## config.mk

```make
export PLATFORM = sky130hd
export DESIGN_NAME = nibble_serial_adder_ctrl_flat
export DESIGN_NICKNAME = d
export VERILOG_FILES = /design/src/rtl/nibble_serial_adder_ctrl_if.sv /design/src/rtl/nibble_serial_adder_ctrl.sv /design/src/flat_wrapper.sv
export SDC_FILE = /design/constraint.sdc
export NUM_CORES = 1
export LEC_CHECK = 0
export ABC_AREA = 1
export BUFFER_PORTS_ARGS = -buffer_cell sky130_fd_sc_hd__buf_2
export CAP_MARGIN = 10
export CORE_ASPECT_RATIO = 0.75
export CORE_MARGIN = 2
export CORE_UTILIZATION = 25
export DETAILED_ROUTE_END_ITERATION = 12
export HOLD_SLACK_MARGIN = 0.12
export SLEW_MARGIN = 25
export SYNTH_ARGS = -nofsm -noshare
export SYNTH_HDL_FRONTEND = slang
export SYNTH_SLANG_ARGS = --single-unit
```

## constraint.sdc

```tcl
create_clock -name clk -period 5.29 [get_ports clk]
set_clock_uncertainty 0.15 [all_clocks]
set_input_delay 1.3225 -clock clk [delete_from_list [all_inputs] [get_ports clk]]
set_output_delay 1.3225 -clock clk [all_outputs]
set_load 0.01 [all_outputs]
```

## src/rtl/nibble_serial_adder_ctrl_if.sv

```systemverilog
// rtl/nibble_serial_adder_ctrl_if.sv - requester-side bus of the nibble-serial adder (sub port under NSA_SUBTRACT_EN)
interface nibble_serial_adder_ctrl_if #(
    parameter int WIDTH = 16
);
    logic             start;
    logic [WIDTH-1:0] a;
    logic [WIDTH-1:0] b;
    logic             cin;
`ifdef NSA_SUBTRACT_EN
    logic             sub;
`endif
    logic             busy;
    logic             done;
    logic [WIDTH-1:0] sum;
    logic             cout;

    modport master (
        output start, a, b, cin,
`ifdef NSA_SUBTRACT_EN
        output sub,
`endif
        input  busy, done, sum, cout
    );

    modport slave (
        input  start, a, b, cin,
`ifdef NSA_SUBTRACT_EN
        input  sub,
`endif
        output busy, done, sum, cout
    );
endinterface

```

## src/rtl/nibble_serial_adder_ctrl.sv

```systemverilog
// rtl/nibble_serial_adder_ctrl.sv - WIDTH-bit adder built from one 4-bit ripple slice, one nibble per clock (optional subtract: NSA_SUBTRACT_EN)

// 4-bit ripple-carry adder slice shared by the serial controller.
module fulladder4bit (
    input  logic [3:0] a,
    input  logic [3:0] b,
    input  logic       cin,
    output logic [3:0] sum,
    output logic       cout
);
    logic [4:0] carry;

    // ripple the carry through four single-bit full adders
    always_comb begin
        carry    = '0;
        sum      = '0;
        carry[0] = cin;
        for (int i = 0; i < 4; i++) begin
            sum[i]       = a[i] ^ b[i] ^ carry[i];
            carry[i + 1] = (a[i] & b[i]) | (a[i] & carry[i]) | (b[i] & carry[i]);
        end
        cout = carry[4];
    end
endmodule

// WIDTH must be a multiple of 4 and at least 4.
module nibble_serial_adder_ctrl #(
    parameter int WIDTH = 16
) (
    input  logic                       clk,
    input  logic                       rst,
    nibble_serial_adder_ctrl_if.slave  bus
);
    localparam int N     = WIDTH / 4;
    localparam int IDX_W = (N > 1) ? $clog2(N) : 1;
    localparam logic [IDX_W-1:0] LAST_IDX = IDX_W'(N - 1);

    typedef enum logic [1:0] {
        IDLE = 2'd0,
        RUN  = 2'd1,
        DONE = 2'd2
    } state_t;

    state_t           state_q, state_d;
    logic [WIDTH-1:0] a_q, a_d;
    logic [WIDTH-1:0] b_q, b_d;
    logic             carry_q, carry_d;
    logic [IDX_W-1:0] idx_q, idx_d;
    logic [WIDTH-1:0] sum_q, sum_d;
    logic             cout_q, cout_d;
    logic             busy_q, busy_d;
    logic             done_q, done_d;

    logic [3:0]       slice_a;
    logic [3:0]       slice_b;
    logic [3:0]       slice_sum;
    logic             slice_cout;

    // select the operand nibbles addressed by the current index
    always_comb begin
        slice_a = '0;
        slice_b = '0;
        for (int i = 0; i < N; i++) begin
            if (idx_q == IDX_W'(i)) begin
                slice_a = a_q[4*i +: 4];
                slice_b = b_q[4*i +: 4];
            end
        end
    end

    fulladder4bit u_slice (
        .a    (slice_a),
        .b    (slice_b),
        .cin  (carry_q),
        .sum  (slice_sum),
        .cout (slice_cout)
    );

    // next-state, operand latch, nibble write-back and handshake flags
    always_comb begin
        state_d = state_q;
        a_d     = a_q;
        b_d     = b_q;
        carry_d = carry_q;
        idx_d   = idx_q;
        sum_d   = sum_q;
        cout_d  = cout_q;

        case (state_q)
            IDLE: begin
                if (bus.start) begin
                    a_d     = bus.a;
                    b_d     = bus.b;
                    carry_d = bus.cin;
`ifdef NSA_SUBTRACT_EN
                    // two's complement: a + ~b + 1, so cout=1 means no borrow
                    if (bus.sub) begin
                        b_d     = ~bus.b;
                        carry_d = 1'b1;
                    end
`endif
                    idx_d   = '0;
                    sum_d   = '0;
                    cout_d  = 1'b0;
                    state_d = RUN;
                end
            end
            RUN: begin
                for (int i = 0; i < N; i++) begin
                    if (idx_q == IDX_W'(i)) begin
                        sum_d[4*i +: 4] = slice_sum;
                    end
                end
                carry_d = slice_cout;
                if (idx_q == LAST_IDX) begin
                    // hold idx at the top nibble so it never wraps
                    cout_d  = slice_cout;
                    state_d = DONE;
                end else begin
                    idx_d = idx_q + IDX_W'(1);
                end
            end
            DONE: begin
                state_d = IDLE;
            end
            default: begin
                state_d = IDLE;
            end
        endcase

        busy_d = (state_d == RUN);
        done_d = (state_d == DONE);
    end

    // state register with synchronous reset taking priority over start
    always_ff @(posedge clk) begin
        if (rst) begin
            state_q <= IDLE;
            a_q     <= '0;
            b_q     <= '0;
            carry_q <= 1'b0;
            idx_q   <= '0;
            sum_q   <= '0;
            cout_q  <= 1'b0;
            busy_q  <= 1'b0;
            done_q  <= 1'b0;
        end else begin
            state_q <= state_d;
            a_q     <= a_d;
            b_q     <= b_d;
            carry_q <= carry_d;
            idx_q   <= idx_d;
            sum_q   <= sum_d;
            cout_q  <= cout_d;
            busy_q  <= busy_d;
            done_q  <= done_d;
        end
    end

    assign bus.busy = busy_q;
    assign bus.done = done_q;
    assign bus.sum  = sum_q;
    assign bus.cout = cout_q;
endmodule
```

## src/flat_wrapper.sv

```systemverilog
// flat-port wrapper written by rule: the top's interface ports become plain ports
module nibble_serial_adder_ctrl_flat 
#(
    parameter int WIDTH = 16
)
  (clk, rst, bus_start, bus_a, bus_b, bus_cin, bus_busy, bus_done, bus_sum, bus_cout);
  nibble_serial_adder_ctrl_if #(.WIDTH(WIDTH)) bus_i ();
  input  logic clk;
  input  logic rst;
  input wire logic [$bits(bus_i.start)-1:0] bus_start;
  input wire logic [$bits(bus_i.a)-1:0] bus_a;
  input wire logic [$bits(bus_i.b)-1:0] bus_b;
  input wire logic [$bits(bus_i.cin)-1:0] bus_cin;
  output wire logic [$bits(bus_i.busy)-1:0] bus_busy;
  output wire logic [$bits(bus_i.done)-1:0] bus_done;
  output wire logic [$bits(bus_i.sum)-1:0] bus_sum;
  output wire logic [$bits(bus_i.cout)-1:0] bus_cout;
  assign bus_i.start = bus_start;
  assign bus_i.a = bus_a;
  assign bus_i.b = bus_b;
  assign bus_i.cin = bus_cin;
  assign bus_busy = bus_i.busy;
  assign bus_done = bus_i.done;
  assign bus_sum = bus_i.sum;
  assign bus_cout = bus_i.cout;
  nibble_serial_adder_ctrl #(.WIDTH(WIDTH)) u_core (.clk(clk), .rst(rst), .bus(bus_i));
endmodule
```

==> results.sh <==
export IMPL_status="completed"
export IMPL_seqPwrFrac=0.476
export IMPL_finalSetupViolations=0
export IMPL_drc_errors=0
export IMPL_setup_tns_ps=0
export IMPL_syn_area_um2=2600
export IMPL_ir_worst_vdd_uv=125
export IMPL_grt_max_degree=48
export IMPL_slew_headroom=0.460
export IMPL_vias=2299
export IMPL_clk_latency_ps=290
export IMPL_period_minus_slack_ps=3570
export IMPL_synth_edf_count=0
export IMPL_die_x_um=122
export IMPL_synth_nets=400
export IMPL_p_leak_nw=1.42
export IMPL_io_buffers=54
export IMPL_holdPathStages=2
export IMPL_grt_pass1_vias=2239
export IMPL_root_buffer="clkbuf_16"
export IMPL_avgSynthCellArea_um2=7.32
export IMPL_route_detailed_wl_per_inst_um=12.2
export IMPL_yosysMostFrequentCell="nor2_1"
export IMPL_io_pin_count=55
export IMPL_whs_ps=315
export IMPL_clk_pin_slew_worst_paths_ps=70
export IMPL_worst_r2r_path_depth=16
export IMPL_place_hpwl_mm=4.86
export IMPL_p_switching_mw=0.291
export IMPL_synth_xor_area_frac=0
export IMPL_final_hold_viol_count=0
export IMPL_async_reset_ff_frac=0
export IMPL_die_area_um2=11300
export IMPL_synth_area_leader_cell="dfxtp_1"
export IMPL_drv_slew=0
export IMPL_yosys_top_cells_area="dfxtp_1, nor2_1, nand2_1"
export IMPL_core_area_um2=10200
export IMPL_grt_pass1_wl_mm=10.9
export IMPL_grt_usage=0.122
export IMPL_syn_to_final_growth_pct=17.9
export IMPL_synth_top_area_frac=0.430
export IMPL_final_core_util=0.301
export IMPL_routed_wl_met3_um=323
export IMPL_std_cell_rows=32
export IMPL_rr_startpoint="u_core.idx_q[0]"
export IMPL_p_comb_frac=0.196
export IMPL_worstHoldPathType="reg -> reg"
export IMPL_path_max_fanout=9
export IMPL_final_area_um2=3070
export IMPL_start_kind="flip-flop"
export IMPL_ant_nets=0
export IMPL_hold_path_end="u_core.bus.sum[2]"
export IMPL_drt_iter0_markers=133
export IMPL_m1WireLength_mm=3.47
export IMPL_final_layout_size_suffix_gt1_frac=0.207
export IMPL_routed_wl_mm=6.54
export IMPL_initial_core_util=0.255
export IMPL_tightest_slew_ps=809
export IMPL_overflow=0
export IMPL_synthAdderAreaFrac=0.0500
export IMPL_wl_met2_mm=2.68
export IMPL_synth_compound_area_frac=0.146
export IMPL_stdcell_count=537
export IMPL_ctsHoldBuffers=0
export IMPL_cts_resized=0
export IMPL_gp_congestion=0.900
export IMPL_yosysWarnings=0
export IMPL_dp_cells=529
export IMPL_ys_ff_latch=56
export IMPL_die_h_um=92.4
export IMPL_worstHoldStart="u_core.bus.sum[2]"
export IMPL_crit_type="reg -> reg"
export IMPL_ys_types=27
export IMPL_final_nets=444
export IMPL_antenna_found_initial=0
export IMPL_p_clk_frac=0.328
export IMPL_end_kind="flip-flop"
export IMPL_drv_cap=0
export IMPL_cts_sinks=56
export IMPL_setup_slack_ps=1720
export IMPL_muxShareOfSynthArea=0
export IMPL_cts_buffers=5
export IMPL_intPower_mw=0.722
export IMPL_synthSimpleGateAreaFrac=0.288
export IMPL_num_antenna_cells=0
export IMPL_worstPathRequired_ps=5360
export IMPL_cts_setup_buffers=0
export IMPL_sw_frac_of_total=0.287
export IMPL_pre_cts_ws_ps=1740
export IMPL_syn_inst=356
export IMPL_rsz0062_at_grt="false"
export IMPL_power_mw=1.01
export IMPL_worstReg2RegEnd="u_core.bus.sum[3]"
export IMPL_drtPass1Iterations=4
export IMPL_crit_arrival_ps=3640
export IMPL_fillCellCount=1129
export IMPL_ctsHtreeMaxLevel=2
export IMPL_synth_top_family_by_area="simple AND/OR/NAND/NOR gates"
export IMPL_routed_top_layer="met4"
export IMPL_fmax_mhz=280
export IMPL_placed_area_um2=2920
export IMPL_cts_max_path_buffers=2
export IMPL_fin_crit_sh=0.675
export IMPL_synthTopCellsByCount="nor2_1, dfxtp_1, nand2_1"
export IMPL_synthFlopType="dfxtp_1"
export IMPL_rrSetupSlack_ps=1720
export IMPL_vias_per_cell=4.28
export IMPL_cts_tree="built"
export IMPL_ys_seq_area_frac=0.430
export IMPL_power_density_nw_per_um2=330
layout by cell type, fill, tap and decap left out:
cell,Yosys,layout
clkbuf_8,0,1
dfxtp_1,56,56
nand2_1,56,56
inv_1,23,23
nand3_1,14,14
o21ai_2,11,11
fa_1,4,4
ha_1,4,4
nor2_1,103,103
clkinvlp_4,0,1
o21ai_0,21,21
nor2_2,2,2
buf_2,11,54
inv_4,1,1
a21o_1,2,2
clkbuf_1,1,1
nor2_4,2,2
and2_0,3,3
a21oi_1,19,19
o21ai_1,9,9
nand2_2,3,3
o211ai_1,1,1
clkbuf_16,0,5
a22oi_1,2,2
inv_2,2,2
nand2_4,1,1
kinds of logic after synthesis:
logic type                 count (synthesis)
buffers and inverters                     43
DFF                                       56
and+or+nand+nor                          184
AOI/OAI and AO/OA                         65
adders and majority gates                  8
worst max path at each step:
stage,from,end,slack [ps],depth (start not counted)
detailed placement,u_core.idx_q[0],u_core.bus.sum[3],1740,16
floorplan,u_core.idx_q[0],u_core.bus.sum[3],2120,17
global placement,u_core.idx_q[0],u_core.bus.sum[3],1880,16
CTS,u_core.idx_q[0],u_core.bus.sum[3],1730,16
finish,u_core.idx_q[0],u_core.bus.sum[3],1720,16
global route,u_core.idx_q[1],u_core.bus.sum[3],1410,15
flip-flops by register name, summed over array words and instances, names as in the netlist, 2 cells and up:
register,count
u_core.a_q,16
u_core.idx_q,2
u_core.bus.sum,16
u_core.b_q,16
u_core.state_q,2
area by class of cell:
cell class	count	area, um^2	area share
Clock inverter	1	7.51	0.00244
Multi-Input combinational cell	257	1260	0.410
Inverter	26	100	0.0326
Timing Repair Buffer	54	270	0.0880
Sequential cell	56	1120	0.365
Clock buffer	7	143	0.0464
Tap cell	136	170	0.0554
power groups by stage:
stage / combinational, mW / clock (mW) / sequential [mW]
3_3_place_gp: 0.197 / 0 / 0.491
2_1_floorplan: 0.143 / 0 / 0.490
3_5_place_dp: 0.199 / 0 / 0.491
5_1_grt: 0.233 / 0.359 / 0.486
6_report: 0.198 / 0.332 / 0.481
4_1_cts: 0.200 / 0.340 / 0.481
worst max-delay path, cell delays in order, from the launching register on:
cell and delay [ps]:
dfxtp_1 340, inv_1 110, ha_1 350, inv_1 210
o21ai_0 210, a21o_1 110, nand2_1 70, fa_1 410
inv_1 70, fa_1 160, inv_1 50, fa_1 370
fa_1 510, inv_1 50, nor2_1 130, nand2_1 60
a21oi_1 140
layer usage:
metal  track usage  vias up
li1              -     1204
met1         0.177     1044
met2         0.181       45
met3        0.0326        6
met4        0.0259        0
met5             0        -
Power figures use the tool's default switching activity.
